File: config.mk
export PLATFORM = sky130hd
export DESIGN_NAME = ahb_stream_rx
export DESIGN_NICKNAME = d
export VERILOG_FILES = /design/src/rtl/ahb_stream_rx.sv
export SDC_FILE = /design/constraint.sdc
export NUM_CORES = 1
export LEC_CHECK = 0
export ABC_AREA = 1
export CORE_UTILIZATION = 45
export DETAILED_ROUTE_END_ITERATION = 6
export HOLD_SLACK_MARGIN = 0.08
export PLACE_DENSITY = 0.66
export SLEW_MARGIN = 5
export SYNTH_ARGS = -nofsm -noshare
export SYNTH_HDL_FRONTEND = slang
export SYNTH_SLANG_ARGS = --single-unit
File: constraint.sdc
create_clock -name HCLK -period 4.95 [get_ports HCLK]
set_clock_uncertainty 0.1 [all_clocks]
set_input_delay 1.2375 -clock HCLK [delete_from_list [all_inputs] [get_ports HCLK]]
set_output_delay 1.2375 -clock HCLK [all_outputs]
set_load 0.02 [all_outputs]
File: src/rtl/ahb_stream_rx.sv
// AHB-Lite slave that receives a byte stream as 32-bit words into a FIFO.
// A small register window at BASE_ADDR controls the transfer (START,
// FILE_SIZE, DATA, STOP, STATUS). DATA writes stall the bus while the FIFO
// is full; STOP stalls until the consumer has drained everything.
module ahb_stream_rx #(
   parameter logic [31:0] BASE_ADDR = 32'd1000,
   parameter int          DEPTH     = 8,
   parameter int          SIZE_W    = 16
) (
   input  logic              HCLK,
   input  logic              HRESETn,
   input  logic              HSEL,
   input  logic [31:0]       HADDR,
   input  logic [1:0]        HTRANS,
   input  logic              HWRITE,
   input  logic [2:0]        HSIZE,
   input  logic [31:0]       HWDATA,
   output logic [31:0]       HRDATA,
   output logic              HREADY,
   output logic              HRESP,
   output logic              start,
   output logic              stop,
   output logic [SIZE_W-1:0] file_size,
   input  logic              rd_en,
   output logic [31:0]       rd_data,
   output logic              rd_valid,
   output logic              done
);

   localparam int PTR_W = $clog2(DEPTH);
   localparam int CNT_W = PTR_W + 1;
   localparam logic [CNT_W-1:0] FULL_CNT = CNT_W'(DEPTH);

   typedef enum logic [2:0] {
      IDLE, ACCESS, WAIT_FULL, WAIT_DRAIN, ERR1, ERR2
   } state_t;

   typedef enum logic [2:0] {
      OP_NONE, OP_START, OP_FSIZE_WR, OP_FSIZE_RD,
      OP_DATA, OP_STOP, OP_STATUS, OP_ERROR
   } op_t;

   state_t            state_q, state_d;
   op_t               op_q, addr_op;
   logic              hready_c, accept;
   logic              push, pop, flush, fsize_wr;
   logic              full, empty;
   logic [CNT_W-1:0]  count, count_nxt;
   logic [PTR_W-1:0]  wr_ptr, rd_ptr;
   logic [31:0]       mem [DEPTH];
   logic [SIZE_W-1:0] bytes_left;
   logic              pushed_q;
   logic [7:0]        count8;
   logic              unused_hsize;

   // Map an address-phase access onto the operation its data phase performs.
   function automatic op_t decode_op(input logic [31:0] addr, input logic write);
      logic [31:0] off;
      off = addr - BASE_ADDR;
      if ((addr < BASE_ADDR) || (off > 32'd15))
         return OP_NONE;
      case (off[3:0])
         4'd1:    return write ? OP_START    : OP_ERROR;
         4'd2:    return write ? OP_FSIZE_WR : OP_FSIZE_RD;
         4'd3:    return write ? OP_DATA     : OP_ERROR;
         4'd4:    return write ? OP_STOP     : OP_ERROR;
         4'd5:    return write ? OP_ERROR    : OP_STATUS;
         default: return OP_ERROR;
      endcase
   endfunction

   // Each pushed word accounts for up to four bytes; never underflow.
   function automatic logic [SIZE_W-1:0] sat_dec4(input logic [SIZE_W-1:0] v);
      if (v >= SIZE_W'(4))
         return v - SIZE_W'(4);
      return '0;
   endfunction

   assign addr_op      = decode_op(HADDR, HWRITE);
   assign empty        = (count == '0);
   assign full         = (count == FULL_CNT);
   assign rd_valid     = ~empty;
   assign rd_data      = mem[rd_ptr];
   assign done         = pushed_q & (bytes_left == '0);
   assign count8       = 8'(count);
   assign HREADY       = hready_c;
   assign unused_hsize = ^HSIZE;

   // Data-phase outputs, FIFO occupancy update and next-state selection.
   always_comb begin
      state_d   = state_q;
      hready_c  = 1'b1;
      HRESP     = 1'b0;
      HRDATA    = '0;
      start     = 1'b0;
      stop      = 1'b0;
      push      = 1'b0;
      flush     = 1'b0;
      fsize_wr  = 1'b0;
      count_nxt = count;
      accept    = 1'b0;

      case (state_q)
         ACCESS: begin
            case (op_q)
               OP_START:    begin start = 1'b1; flush = 1'b1; end
               OP_FSIZE_WR: fsize_wr = 1'b1;
               OP_FSIZE_RD: HRDATA = 32'(file_size);
               OP_DATA:     push = 1'b1;
               OP_STOP:     stop = 1'b1;
               OP_STATUS:   HRDATA = {16'b0, count8, 5'b0, done, full, empty};
               default:     ;
            endcase
         end
         WAIT_FULL: begin
            // A same-cycle pop frees the slot the held word needs.
            hready_c = ~full | rd_en;
            push     = hready_c;
         end
         WAIT_DRAIN: begin
            hready_c = empty;
            stop     = empty;
         end
         ERR1: begin
            hready_c = 1'b0;
            HRESP    = 1'b1;
         end
         ERR2:    HRESP = 1'b1;
         default: ;
      endcase

      pop = rd_en & ~empty;
      if (flush)
         count_nxt = '0;
      else
         count_nxt = count + CNT_W'(push) - CNT_W'(pop);

      accept = HSEL & HTRANS[1] & hready_c;

      if (hready_c) begin
         if (accept) begin
            case (addr_op)
               OP_ERROR: state_d = ERR1;
               // Decide the stall up front from the occupancy the data phase will see.
               OP_DATA:  state_d = (count_nxt == FULL_CNT) ? WAIT_FULL : ACCESS;
               OP_STOP:  state_d = (count_nxt == '0) ? ACCESS : WAIT_DRAIN;
               default:  state_d = ACCESS;
            endcase
         end else begin
            state_d = IDLE;
         end
      end else if (state_q == ERR1) begin
         state_d = ERR2;
      end
   end

   // Data-phase state and the operation captured in the address phase.
   always_ff @(posedge HCLK or negedge HRESETn) begin
      if (!HRESETn) begin
         state_q <= IDLE;
         op_q    <= OP_NONE;
      end else begin
         state_q <= state_d;
         if (hready_c)
            op_q <= accept ? addr_op : OP_NONE;
      end
   end

   // Transfer bookkeeping: programmed size, bytes remaining, push-since-START flag.
   always_ff @(posedge HCLK or negedge HRESETn) begin
      if (!HRESETn) begin
         file_size  <= '0;
         bytes_left <= '0;
         pushed_q   <= 1'b0;
      end else if (flush) begin
         bytes_left <= file_size;
         pushed_q   <= 1'b0;
      end else if (fsize_wr) begin
         file_size  <= HWDATA[SIZE_W-1:0];
         bytes_left <= HWDATA[SIZE_W-1:0];
      end else if (push) begin
         bytes_left <= sat_dec4(bytes_left);
         pushed_q   <= 1'b1;
      end
   end

   // FIFO pointers and occupancy; power-of-two depth lets pointers wrap freely.
   always_ff @(posedge HCLK or negedge HRESETn) begin
      if (!HRESETn) begin
         wr_ptr <= '0;
         rd_ptr <= '0;
         count  <= '0;
      end else begin
         count <= count_nxt;
         if (flush) begin
            wr_ptr <= '0;
            rd_ptr <= '0;
         end else begin
            if (push)
               wr_ptr <= wr_ptr + PTR_W'(1);
            if (pop)
               rd_ptr <= rd_ptr + PTR_W'(1);
         end
      end
   end

   // FIFO storage; contents are meaningless until counted in.
   always_ff @(posedge HCLK) begin
      if (push)
         mem[wr_ptr] <= HWDATA;
   end

endmodule

== After elaboration in Yosys (flattened, before gate mapping) ==
Memories as Yosys holds them, arrays and structs flattened.
Index checks and enable logic that the tools add are counted.
Word-level totals
  register bits after elaboration: 49
  memory bits (writable): 256
  bits of input ports: 74
  output and inout bits: 86
  logic and storage cells: 106
  memories kept: 1
Cells by class
  add/sub/neg operators: 6
  magnitude comparators: 3
  eq/ne operators: 22
  multiplexer cells: 47
  bitwise logic cells: 8
  reduce and logical (&&, ||, !) cells: 11
Memories
  mem: words 8, bits a word 32, read ports 1, clocked after memory_dff 0, wr ports 1, line 50  | logic [31:0] mem [DEPTH];
Operators with widths (number)
  16-bit two-way mux: 6
  3-bit two-way mux: 11
  32-bit by 4-bit greater-than comparator with 1-bit output, second input constant: 1
  32-bit by 10-bit < comparator with 1-bit output, second input constant: 1
  16-bit case mux with 2 select lines: 1
  32-bit by 10-bit subtractor with 32-bit output, second input constant: 1
  3-bit == test, second input constant: 8
  1-bit two-way mux: 19
  16-bit by 3-bit >= comparator with 1-bit output, second input constant: 1
  16-bit logical NOT: 1
  16-bit by 3-bit subtractor with 16-bit output, second input constant: 1
  3-bit case mux with 5 select lines: 1
  3-bit by 2-bit == test with 1-bit output, second input constant: 4
  3-bit case mux with 3 select lines: 1
  4-bit by 2-bit == test with 1-bit output, second input constant: 2
  4-bit by 3-bit == test with 1-bit output, second input constant: 2
  4-bit == test, second input constant: 2
  4-bit logical NOT: 2
  2-bit two-way mux: 4
  3-bit by 1-bit adder with 3-bit output, second input constant: 2
  3-bit by 1-bit == test with 1-bit output, second input constant: 2
  2-bit nonzero test: 3
  4-bit by 1-bit adder with 4-bit output: 1
  1-bit bitwise AND: 4
  12 further kinds: 16

== Longest topological paths before layout ==
Gate-level depths: netlist of run 1.
  depth in word-level cells: 12
  depth in mapped cells: 18
  gate-level depth less buffers: 18

== Least setup slack after synthesis of run 1 ==
OpenSTA, ideal clock, no wires.
  path type: input-to-reg
  start: input port rd_en
  end: memory mem[0][0], enable pin
  library setup time: 421 ps
  data arrival time: 3138 ps
  required time: 4429 ps
  setup slack: 1291 ps
  stages on the path: 6
  buffers on the path: 0
  cell sequence: inv_1 -> nand3_1 -> nand3_1 -> nand2_1 -> nand2_1 -> nor2_1
Between the ends
  longest elaborated chain between the ends: 4
Ends and longest elaborated chain
  start, declared: line 24  | input logic rd_en,
  1-bit bitwise OR: line 117  | hready_c = ~full | rd_en;
  1-bit case mux with 2 select lines: line 103  | case (state_q)
  1-bit two-way mux: line 209  | if (push)
  1-bit two-way mux (not written as such): line 210  | mem[wr_ptr] <= HWDATA;
  end, declared: line 50
No other way between the ends.

== Worst setup path in the final report of run 1 ==
  start: register rd_ptr[0]
  end: output port rd_data[2]
Between the ends
  longest elaborated chain between the ends: 1
Ends and longest elaborated chain
  start, declared: line 49  | logic [PTR_W-1:0] wr_ptr, rd_ptr;
  start signal, assigned: line 202  | rd_ptr <= rd_ptr + PTR_W'(1);
  memory 8 x 32 bit
  end, declared: line 25  | output logic [31:0] rd_data,
No other way between the ends.

==> results, run 1 <==
- The number of diodes added for antenna fixing is 0.
- Counting both buffers and inverters, the worst setup path holds a total of 2.
- The floorplan step set the die height to 177 um.
- The floorplan die area is 31400 sq um.
- The final max-slew violation count came to 0.
- The sequential-to-total area share from yosys stat is 0.646.
- The placed instances occupy a cell area of 15600 sq um.
- Setup violations remaining at the end of the flow were counted as 0.
- The power density over the cells is 463 nW/um^2.
- The starting density of the core is 0.462.
- The critical path goes through buf_4 > o21ai_0 > o22ai_1 > nor2_1 > a31oi_1 > clkdlybuf4s50_1.
- In this run the tool buffered the top-level ports with 139 buffer cells.
- The relative slew slack is 0.399.
- The maximum count of clock buffers along a single path is 3.
- Sorting the synthesized cells by area gives the leading types as sky130_fd_sc_hd__edfxtp_1 56%, sky130_fd_sc_hd__dfrtp_1 8.9%, sky130_fd_sc_hd__nor2_1 8.2%.
- The clock tree from TritonCTS is done.
- The critical path is of the flop to output port type.
- The remaining global-route overflow is 0.
- The setup TNS after final layout is 0 ps.
- The first global-routing pass estimated 50600 um of wire.
- For this block, the routed nets add up to 31800 um of wire.
- From synthesis to final layout, the design area changed by 20.9%.
- The yosys synthesis warning count is 0.
- The number of clock sinks is 305.
- In the final routed layout, each cell accounts on average for 16.9 um.
- Excluding fillers, the count of instances in the completed layout stands at 1879.
- 160 I/O pins were placed.
- CTS placed an instance of sky130_fd_sc_hd__clkbuf_16 at the clock tree root.
- Across the VDD grid, the largest voltage drop is 348 uV.
- The worst reg-to-reg path cell count is 15.
- The launching element type of the critical path is a flop.
- The worst hold path terminates at bytes_left[1].
- Broken down by cell family, the worst path's largest delay share belongs to buffers and inverters.
- The H-tree depth is 1.
- After clock tree synthesis, the clock-pin slew on the worst setup and hold paths is 60 ps.
- The analysis attributes to cell leakage a power of 0.00596 uW.
- After legalization and detailed placement, the total HPWL measured 19200 um.
- The post-CTS setup buffer count is 0.
- The area taken by multi-input logic gates is 4320 sq um.
- The synthesized instance count is 1334.
- In this run, synthesis produced a sequential element count of 305.
- By instance count, the leading cell after synthesis is sky130_fd_sc_hd__nor2_1.
- Of the cells placed in the final design, the portion with a size suffix greater than 1 is 0.0880.
- In this run the remaining antenna-violating nets after routing total 0.
- The number of global-route vias before repair is 9804.
- The type of the worst min-delay path is flop to flop.
- Once placement completed, the tool counted placed cells totaling 1826.
- Derived from the worst setup path, the maximum achievable clock frequency is 228 MHz.
- Counting flops with an async set or reset pin after synthesis yields a share of 0.161.
- The hold-critical path depth is 2.
- In this run the standard cell core region covers 29900 sq um.
- Entering global routing, the biggest net connects 72 pins.
- The number of antenna violations at the first check in global routing is 0.
- The cell area after layout is 16700 sq um.
- The number of hold violations in the final report was 0.
- After synthesis, the most frequently instantiated cells are 303 x sky130_fd_sc_hd__nor2_1, 256 x sky130_fd_sc_hd__edfxtp_1, 166 x sky130_fd_sc_hd__o21ai_0.
- At the worst endpoint, the required time is 3610 ps.
- The flow ran to the end, and the final reports show no timing, DRC or antenna violations.
- The launch instance of the worst min-delay path is bytes_left[1].
- The reported max-cap violation count is 0.
- The stage delay of the slowest cell on the critical path is 670 ps.
- For this run, the total global-route usage over all layers was measured as 0.207.
- The measured slew at the worst slew-check pin is 901 ps.
- Once the clock tree was built, the resizer swapped 0 gates to a different size.
- The most frequently used flop master after synthesis is sky130_fd_sc_hd__edfxtp_1.
- Row generation in the floorplan step produced 63 rows.
- The filler cells instantiated in the layout total 2578.
- The worst-path maximum fanout is 71.
- The width of the die is 177 um.
- The number of flops mapped to enable cells by yosys is 256.
- For this run, the detailed router's first-pass iteration total came to 5.
- At the end of the flow, the number of nets in the layout was 1555.
- For the worst-skew pair, the clock arrives at the later sink with an insertion delay of 550 ps.
- The count of different cell masters after synthesis is 49.
- The number of buffers created by CTS is 30.
- The startpoint of the worst-slack reg-to-reg timing path is state_q[1].
- The mean cell area of the mapped netlist is 10.3 sq um.
- The worst register-to-register path ends at state_q[0].
- The standard cell with the maximum stage delay on the critical path is sky130_fd_sc_hd__clkdlybuf4s50_1.
- The synthesized design spends more area on one cell type than any other, namely sky130_fd_sc_hd__edfxtp_1.
- Of the available clock period, the critical path in the final layout requires 0.887.
- The share of synthesized area in the top cell type comes to 0.557.
- Across all layers, the routed design uses 9977 vias.
- After detailed routing, the number of remaining DRC violations is 0.
- The final estimated routing congestion in global placement is 0.878.
- Counting I/O delays and the setup requirement, the final critical path takes 4390 ps.
- The post-detailed-route via-to-cell ratio is 5.31.
- Setup repair after global routing left no endpoint under its margin.
- The data arrival time of the worst path is 3050 ps.
- The cell area that synthesis handed to floorplanning was 13800 sq um.
- The number of hold-repair buffers added at the cts stage is 0.
- The footprint of the flip-flops and latches is 8920 sq um.
- The setup check on the worst reg-to-reg path leaves a slack of 1610 ps.
- The violation count after the first detailed-route iteration is 885.
- STA classifies the critical path endpoint as an output port.
==> cells by family (layout without fill, tap and decap cells) <==
group | Yosys count | count (layout) | synth area share
buffers and inverters | 167 | 307 | 0.0501
AO/OA/AOI/OAI | 279 | 279 | 0.113
flip-flops | 305 | 305 | 0.646
other | 1 | 16 | 0.000272
XOR/XNOR | 4 | 4 | 0.00254
AND/OR/NAND/NOR | 565 | 565 | 0.175
adder cells (fa/ha/maj) | 13 | 13 | 0.0123
==> power breakdown <==
group	internal, uW	total [uW]	leakage [uW]	switching, uW
sequential	2820	2850	0.00280	27.2
clock	1440	2350	0.000505	913
combinational	951	2520	0.00266	1570
==> worst max-delay path by stage <==
| stage | start | endpoint | slack, ps | depth (start not counted) |
|---|---|---|---|---|
| CTS | rd_ptr[0] | rd_data[1] | 510 | 6 |
| floorplan | rd_en | mem[0][0] | 1290 | 6 |
| detailed placement | rd_en | HREADY | 690 | 8 |
| global route | rd_ptr[0] | rd_data[2] | 400 | 6 |
| finish | rd_ptr[0] | rd_data[2] | 560 | 6 |
| global placement | rd_en | HREADY | 700 | 8 |
==> worst reg2reg max path, cell delays in order, from the launching register on <==
cell	delay (ps)
sky130_fd_sc_hd__dfrtp_1	380
sky130_fd_sc_hd__inv_1	70
sky130_fd_sc_hd__nand3_1	520
sky130_fd_sc_hd__nor3_1	340
sky130_fd_sc_hd__nand2_1	90
sky130_fd_sc_hd__nand2_1	260
sky130_fd_sc_hd__ha_1	260
sky130_fd_sc_hd__fa_1	420
sky130_fd_sc_hd__nand2_1	70
sky130_fd_sc_hd__inv_1	70
sky130_fd_sc_hd__nor3_1	240
sky130_fd_sc_hd__nand2_1	100
sky130_fd_sc_hd__nand4_1	100
sky130_fd_sc_hd__nand3_1	80
sky130_fd_sc_hd__nand2_1	80
sky130_fd_sc_hd__a21oi_2	50
==> cell type report <==
type | instances | share of cell area
Multi-Input combinational cell | 877 | 0.259
Timing Repair Buffer | 161 | 0.0945
Sequential cell | 305 | 0.535
Clock inverter | 14 | 0.0119
Inverter | 93 | 0.0210
Clock buffer | 39 | 0.0501
Tap cell | 390 | 0.0293
==> metal layers <==
layer / track usage / share of wire / vias to the layer above
li1: - / - / 4875
met1: 0.283 / 0.45 / 4735
met2: 0.344 / 0.47 / 324
met3: 0.0307 / 0.065 / 43
met4: 0.0575 / 0.019 / 0
met5: 0 / 0 / -
==> stage by stage <==
stage / worst slack [ps] / utilization / total power (uW) / hold WS [ps]
after global routing: 405 / 0.558 / 8140 / 437
after detailed placement: 694 / 0.524 / 5440 / 395
after global placement: 703 / 0.524 / 5410 / 394
final: 558 / 0.558 / 7720 / 409
after floorplan: 1290 / - / 4470 / 370
after CTS: 509 / 0.558 / 7790 / 409
==> flip-flops by register name (all words and copies together), names as in the netlist <==
register / flops
count: 4
state_q: 3
op_q: 3
wr_ptr: 3
pushed_q: 1
file_size: 16
mem: 256
rd_ptr: 3
bytes_left: 16
==> cell usage in the layout, fill, tap and decap left out, types with 3 or more instances in the layout <==
| master | Yosys | layout |
|---|---|---|
| sky130_fd_sc_hd__ha_1 | 12 | 12 |
| sky130_fd_sc_hd__buf_4 | 16 | 20 |
| sky130_fd_sc_hd__nand4_1 | 10 | 10 |
| sky130_fd_sc_hd__nor2_1 | 303 | 295 |
| sky130_fd_sc_hd__nand2_2 | 9 | 9 |
| sky130_fd_sc_hd__a31oi_1 | 34 | 34 |
| sky130_fd_sc_hd__o21ai_1 | 3 | 3 |
| sky130_fd_sc_hd__edfxtp_1 | 256 | 256 |
| sky130_fd_sc_hd__clkbuf_1 | 49 | 5 |
| sky130_fd_sc_hd__conb_1 | 1 | 16 |
| sky130_fd_sc_hd__o22ai_1 | 33 | 33 |
| sky130_fd_sc_hd__xor2_1 | 4 | 4 |
| sky130_fd_sc_hd__nand3_1 | 34 | 34 |
| sky130_fd_sc_hd__nor4_1 | 4 | 4 |
| sky130_fd_sc_hd__bufinv_16 | 0 | 5 |
| sky130_fd_sc_hd__o21ai_0 | 166 | 166 |
| sky130_fd_sc_hd__clkinv_1 | 1 | 4 |
| sky130_fd_sc_hd__inv_1 | 85 | 82 |
| sky130_fd_sc_hd__inv_2 | 7 | 9 |
| sky130_fd_sc_hd__clkdlybuf4s50_1 | 0 | 138 |
| sky130_fd_sc_hd__o211ai_1 | 10 | 10 |
| sky130_fd_sc_hd__clkinv_2 | 0 | 5 |
| sky130_fd_sc_hd__nor3_1 | 25 | 24 |
| sky130_fd_sc_hd__nand2_1 | 148 | 148 |
| sky130_fd_sc_hd__dfrtp_1 | 49 | 47 |
| sky130_fd_sc_hd__a21oi_1 | 17 | 17 |
| sky130_fd_sc_hd__nor3_2 | 2 | 3 |
| sky130_fd_sc_hd__nor2_2 | 14 | 14 |
| sky130_fd_sc_hd__nor2_4 | 6 | 14 |
| sky130_fd_sc_hd__clkbuf_8 | 0 | 3 |
| sky130_fd_sc_hd__clkbuf_16 | 0 | 31 |
(Power assumes the default switching activity.)
==> run 2: changes to the inputs <==
--- a/config.mk
+++ b/config.mk
@@ -7,6 +7,7 @@
 export LEC_CHECK = 0
 export ABC_AREA = 1
 export CORE_UTILIZATION = 45
+export CTS_BUF_LIST = sky130_fd_sc_hd__clkbuf_16
 export DETAILED_ROUTE_END_ITERATION = 6
 export HOLD_SLACK_MARGIN = 0.08
 export PLACE_DENSITY = 0.66
==> run 2 against run 1 <==
Compared with the run above:
- sequential power is essentially flat
- clock-buffer cell count decreased by 8
- register-to-register slack is essentially flat
- die area is the same
- power shrank 0.75%
- combinational power is essentially flat
- flip-flop and latch count unchanged
- via count is essentially flat
- non-clock buffer count is the same
- global-route usage about the same
- maximum frequency grew 0.33%
- largest power group unchanged
- highest routed layer unchanged
==> results, run 2 (same netlist as run 1, synthesis figures left out) <==
- The power density over the cells came to 460 nW/um^2 (was 463 nW/um^2).
- The width of the die is 177 um (unchanged).
- The number of diodes added for antenna fixing is 0 (unchanged).
- The type of the worst min-delay path is flop to flop (unchanged).
- The footprint of the flip-flops and latches came to 8920 sq um (unchanged).
- The starting density of the core was 0.462 (unchanged).
- Leading registers by flop count: mem: 256 flops, bytes_left: 16 flops, file_size: 16 flops (unchanged).
- The layout overhead on the synthesized area came to 20.7% (was 20.9%).
- The row count came to 63 (unchanged).
- The final max-slew violation count is 0 (unchanged).
- The combined global-route utilization of all metal layers came to 0.207 (about the same).
- The commonest non-fill, non-tap cell in the layout is sky130_fd_sc_hd__nor2_1 (unchanged).
- The net count of the finished layout came to 1555 (unchanged).
- The maximum vdd drop is 347 uV (was 348 uV).
- The iteration count of the initial detailed-routing pass is 5 (unchanged).
- The number of hold violations in the final report is 0 (unchanged).
- The worst endpoint required time is 3610 ps (about the same).
- The number of buffers created by CTS was 30 (unchanged).
- Status: finished clean (unchanged).
- The relative slew slack is 0.388 (was 0.399).
- The detailed-route DRC error count is 0 (unchanged).
- Unrepaired setup endpoints after global routing: false (unchanged).
- The combinational cell fraction of total power is 0.328 (was 0.326).
- The number of antenna violations at the first check in global routing is 0 (unchanged).
- The die height was 177 um (unchanged).
- The launching element type of the critical path is a flop (unchanged).
- The count of final setup violators is 0 (unchanged).
- The buffer type at the clock tree root is sky130_fd_sc_hd__clkbuf_16 (unchanged).
- The total via count in the routed design was 9969 (was 9977).
- The top achievable clock speed is 228 MHz (about the same).
- The category of the most critical setup path is flop to output port (unchanged).
- The clock network power share is 0.300 (was 0.305).
- The maximum count of clock buffers along a single path is 3 (unchanged).
- The reported max-cap violation count is 0 (unchanged).
- The worst-path maximum fanout is 44 (was 71).
- The post-layout worst setup margin is 573 ps (was 558 ps).
- The clock tree from TritonCTS was done (unchanged).
- The total routed wirelength is 31800 um (about the same).
- The detailed-placement wirelength estimate is 19200 um (unchanged).
- The later-pin clock latency in the skew report is 550 ps (about the same).
- The area taken by multi-input logic gates was 4320 sq um (unchanged).
- Most frequent cells in the layout: 295 x sky130_fd_sc_hd__nor2_1, 256 x sky130_fd_sc_hd__edfxtp_1, 166 x sky130_fd_sc_hd__o21ai_0 (unchanged).
- The total of buffers placed on input and output ports came to 139 (unchanged).
- The reported net switching power was 2510 uW (about the same).
- The leakage power figure was 0.00597 uW (was 0.00596 uW).
- The data arrival time of the worst path is 3040 ps (was 3050 ps).
- The part of the power in registers came to 0.371 (was 0.369).
- The cell count after placement is 1826 (unchanged).
- The worst-case setup slack after placement came to 694 ps (unchanged).
- The average wire per standard cell is 16.9 um (about the same).
- The number of standard cells in the layout, taps in and fillers out is 1879 (unchanged).
- The floorplan die area is 31400 sq um (unchanged).
- The final estimated routing congestion in global placement is 0.878 (unchanged).
- The number of placed I/O pins came to 160 (unchanged).
- The post-detailed-route via-to-cell ratio is 5.31 (about the same).
- The largest net degree at the start of global routing is 72 (unchanged).
- The post-CTS setup buffer count is 0 (unchanged).
- The setup TNS after final layout came to 0 ps (unchanged).
- Cell breakdown of the critical path: inv_2 > buf_12 > o21ai_0 > o22ai_1 > nor2_1 > a31oi_1 > clkdlybuf4s50_1 (was buf_4 > o21ai_0 > o22ai_1 > nor2_1 > a31oi_1 > clkdlybuf4s50_1).
- The post-route clock period utilization is 0.884 (was 0.887).
- The remaining global-route overflow is 0 (unchanged).
- The critical path endpoint category is an output port (unchanged).
- The number of nets still failing antenna checks after routing is 0 (unchanged).
- The CTS clock-pin slew for the worst setup and hold paths is 70 ps (was 60 ps).
- The number of hold-repair buffers added at the cts stage is 0 (unchanged).
- The standard cell with the maximum stage delay on the critical path was sky130_fd_sc_hd__inv_2 (was sky130_fd_sc_hd__clkdlybuf4s50_1).
- The filler cell count in the final layout was 2588 (was 2578).
- The top register by number of flip-flops was mem (unchanged).
- The internal portion of total power is 5150 uW (was 5210 uW).
- The minimum period implied by the final worst setup slack came to 4380 ps (was 4390 ps).
- The stage delay of the slowest cell on the critical path is 660 ps (was 670 ps).
- The count of cells resized by post-cts repair is 0 (unchanged).
- The first-pass GRT wire length is 50500 um (was 50600 um).
- The number of global-route vias before repair is 9780 (was 9804).
- The share of post-route cells with drive strength above 1 is 0.0860 (was 0.0880).
- The flip-flop count of the largest register, all copies and words added is 256 (unchanged).
- The standard cell core area was 29900 sq um (unchanged).
- The number of clock sinks came to 305 (unchanged).
- The H-tree depth is 1 (unchanged).
- The violation count after the first detailed-route iteration is 807 (was 885).
- The net switching share of the total power is 0.327 (was 0.325).
- The measured slew at the worst slew-check pin is 916 ps (was 901 ps).
==> run 2: changes by cell type in the layout (fill, tap and decap cells not counted), sizes merged <==
cell / change
clkbuf: -8
clkinv: +3
inv: +5
==> run 2: critical path: cells and delay by family, from the launching register on <==
| family | cells | cell delay [ps] |
|---|---|---|
| AOI/OAI and AO/OA | 3 | 440 |
| buffers and inverters | 3 | 1560 |
| DFF | 1 | 400 |
| and+or+nand+nor | 1 | 60 |
==> run 2: layout make-up <==
type,instances,share of cell area
inverter,93,0.0210
multi-input combinational,877,0.259
sequential,305,0.536
tap,390,0.0293
clock inverter,22,0.0137
clock buffer,31,0.0466
timing repair buffer,161,0.0947
==> run 2: through the flow <==
stage	hold WS (ps)	total power, uW	utilization	cell area, sq um
floorplan	370	4470	-	13900
global placement	394	5410	0.524	15600
detailed placement	395	5440	0.524	15600
CTS	409	7730	0.557	16700
global route	437	8080	0.557	16700
finish	410	7660	0.557	16700
==> run 2: final timing paths <==
path	start	slack [ps]	cells past startpoint	to
worst max-delay path	rd_ptr[1]	570	7	rd_data[24]
worst min-delay path	bytes_left[1]	410	2	bytes_left[1]
worst max register to register	state_q[1]	1620	15	state_q[0]
worst min register to register	bytes_left[1]	410	2	bytes_left[1]
max in group asynchronous	HRESETn	3400	2	wr_ptr[0]
min in group asynchronous	HRESETn	550	1	file_size[11]
==> run 2: power by group through the flow <==
stage	registers (uW)	logic (uW)	clock network [uW]
3_3_place_gp	2900	2510	0
2_1_floorplan	2890	1580	0
3_5_place_dp	2900	2540	0
5_1_grt	2850	2790	2430
4_1_cts	2850	2550	2330
6_report	2850	2520	2300
==> run 2: per-layer routing <==
metal / vias up / share of wire / GRT usage
met5: - / 0 / 0
met4: 0 / 0.018 / 0.0564
met3: 46 / 0.066 / 0.0309
met2: 322 / 0.47 / 0.342
met1: 4721 / 0.45 / 0.283
li1: 4880 / - / -
==> RTL edit, RTL diff (config.mk and constraints of run 2) <==
Change the parameter `DEPTH` from 8 to 16.
--- a/src/rtl/ahb_stream_rx.sv
+++ b/src/rtl/ahb_stream_rx.sv
@@ -4,7 +4,7 @@
 // is full; STOP stalls until the consumer has drained everything.
 module ahb_stream_rx #(
    parameter logic [31:0] BASE_ADDR = 32'd1000,
-   parameter int          DEPTH     = 8,
+   parameter int          DEPTH     = 16,
    parameter int          SIZE_W    = 16
 ) (
    input  logic              HCLK,
Check against the original RTL: no difference found for any inputs over 4 cycles, from zero or initial values and one cycle with HRESETn low; that may be too few to reach the edited logic, so the function may still have changed.
==> RTL edit against run 2 <==
Die area grew 72%. Synthesized area grew 73%. Wire length up 85%. Maximum frequency is 4.7% lower. Sequential cell count is 259 higher. Total power up 76%. Setup slack worse by 0.22 ns. Non-clock buffer count rose by 25. Clock power rose by 78%. Utilization down 1.8 points. Sequential share of layout area increased by 6.1 points. Cell area grew 68%.
==> RTL edit: results (changes against run 2) <==
[cells_and_area]
largest_registers=mem: 512 flops, bytes_left: 16 flops, file_size: 16 flops  ; was mem: 256 flops, bytes_left: 16 flops, file_size: 16 flops
final_net_count=2232  ; was 1555
final_cell_area_sq_um=27970  ; was 16650 sq um
final_layout_size_suffix_gt1_share_pct=8.101  ; was 8.596%
layoutNonFillerInstCount=2865  ; was 1879
diodes=0  ; unchanged
n_fill_cell=4277  ; was 2588

[global_routing]
grt_antenna_before_repair=0  ; unchanged
grt_use_met1_pct=29.34  ; was 28.33%
all_layer_gr_usage_pct=21.94  ; was 20.68%
vias_in_the_first_global_route=16115  ; was 9780
global_route.usage.met2_pct=36.78  ; was 34.23%
grt.busiest_layer=met2  ; unchanged
grt_start_max_net_pins=131  ; was 72
gr-usage-met3_pct=3.991  ; was 3.093%
wire_length_of_the_first_global_routing_pass_um=90510  ; was 50510 um

[logic_synthesis]
synth.top_cells.by_count=edfxtp_1, nor2_1, o21ai_0  ; was nor2_1, edfxtp_1, o21ai_0
yosys.area_share.adder_pct=0.8717  ; was 1.233%
netlist-cell-type-count=45  ; was 49
synth_top_cells_by_area=edfxtp_1, o21ai_0, nor2_1  ; was edfxtp_1, dfrtp_1, nor2_1
number_of_synthesized_flops_with_an_enable_pin=512  ; was 256
synthesis.instances=2016  ; was 1334
synth_compound_gate_area_share_pct=13.32  ; was 11.33%
synth.yosys.seq_area_share_pct=69.99  ; was 64.59%
synthesis.yosys.warnings=0  ; unchanged
synth-xor-area-share_pct=0.3308  ; was 0.2539%
synth-async-reset-ratio_pct=9.220  ; was 16.07%

[critical_path]
cp_max_fo=62  ; was 44
cp_slowest_stage_delay_ns=0.65
critPathArrivalTime_ns=3.26  ; was 3.04 ns
ff2ff_path_depth=19  ; was 15
timing.rr.end=state_q[0]  ; unchanged
setup.reg_to_reg.worst_slack_ns=1.32  ; was 1.62 ns
cell_with_the_largest_stage_delay_on_the_worst_path=dfrtp_4  ; was inv_2
regToRegStartpoint=count[3]  ; was state_q[1]

[placement]
detailed_place.area_sq_um=26210  ; was 15650 sq um
dp_hpwl_um=33220  ; was 19210 um
preCtsSetupSlack_ns=0.8056  ; was 0.6943 ns
placed_cells=2764  ; was 1826
place.gp.congestion=0.8272  ; was 0.8778

[pwr]
vdd.ir_drop.worst_v=0.0004241  ; was 0.0003471 V
p_leak_nw=9.462  ; was 5.967 nW

[clock_tree]
clockBufferDepth=3  ; unchanged
cts_resized=0  ; unchanged
clock_latency_ns=0.60  ; was 0.55 ns
h-tree-depth=2  ; was 1
cts_buffers=56  ; was 30

[routing]
met2WireLength_um=28520  ; was 14930 um
first_iter_violations=1379  ; was 807
drt_pre_antenna_iters=7  ; was 5
met3_wirelength_um=3508  ; was 2097 um
detail_route.wirelength_um=58820  ; was 31820 um
viasPerCell=5.649  ; was 5.305
routedLengthMet1_um=25520  ; was 14220 um
dr.max_layer_used=met4  ; unchanged

[sta]
final.hold.worst_slack_ns=0.4144  ; was 0.4101 ns
worst_slew_pin_slew_ns=0.9934  ; was 0.9163 ns

[outcome]
status=complete, no violations  ; unchanged

[worst_hold_path]
hold_start=bytes_left[1]  ; unchanged

RTL edit: power breakdown:
group          total, mW  switching [mW]  internal (mW)
Sequential          5.34           0.104           5.24
Combinational       4.06            2.62           1.44
Clock               4.09            1.77           2.32
RTL edit: how the worst max path moves through the flow:
stage / from / end / slack (ns) / cells past startpoint
after global placement: rd_en / HREADY / 0.79 / 6
after global routing: rd_ptr[0] / rd_data[25] / 0.13 / 6
after detailed placement: rd_en / state_q[0] / 0.81 / 15
after CTS: rd_ptr[0] / rd_data[0] / 0.30 / 7
final: rd_ptr[0] / rd_data[9] / 0.36 / 6
after floorplan: rd_en / mem[11][0] / 1.20 / 5
RTL edit: final cells by class:
cell class,count,share of cell area [%]
clock buffer,56,5.010
clock inverter,45,1.293
inverter,101,1.378
multi-input combinational,1233,22.82
sequential,564,59.66
tap,680,3.042
timing repair buffer,186,6.799
RTL edit: critical path, delay by kind of cell, from the launching register on:
kind	cells	cell delay (ns)
simple gates	2	0.28
flops	1	0.65
buf+inv	2	1.23
compound gates	2	0.47
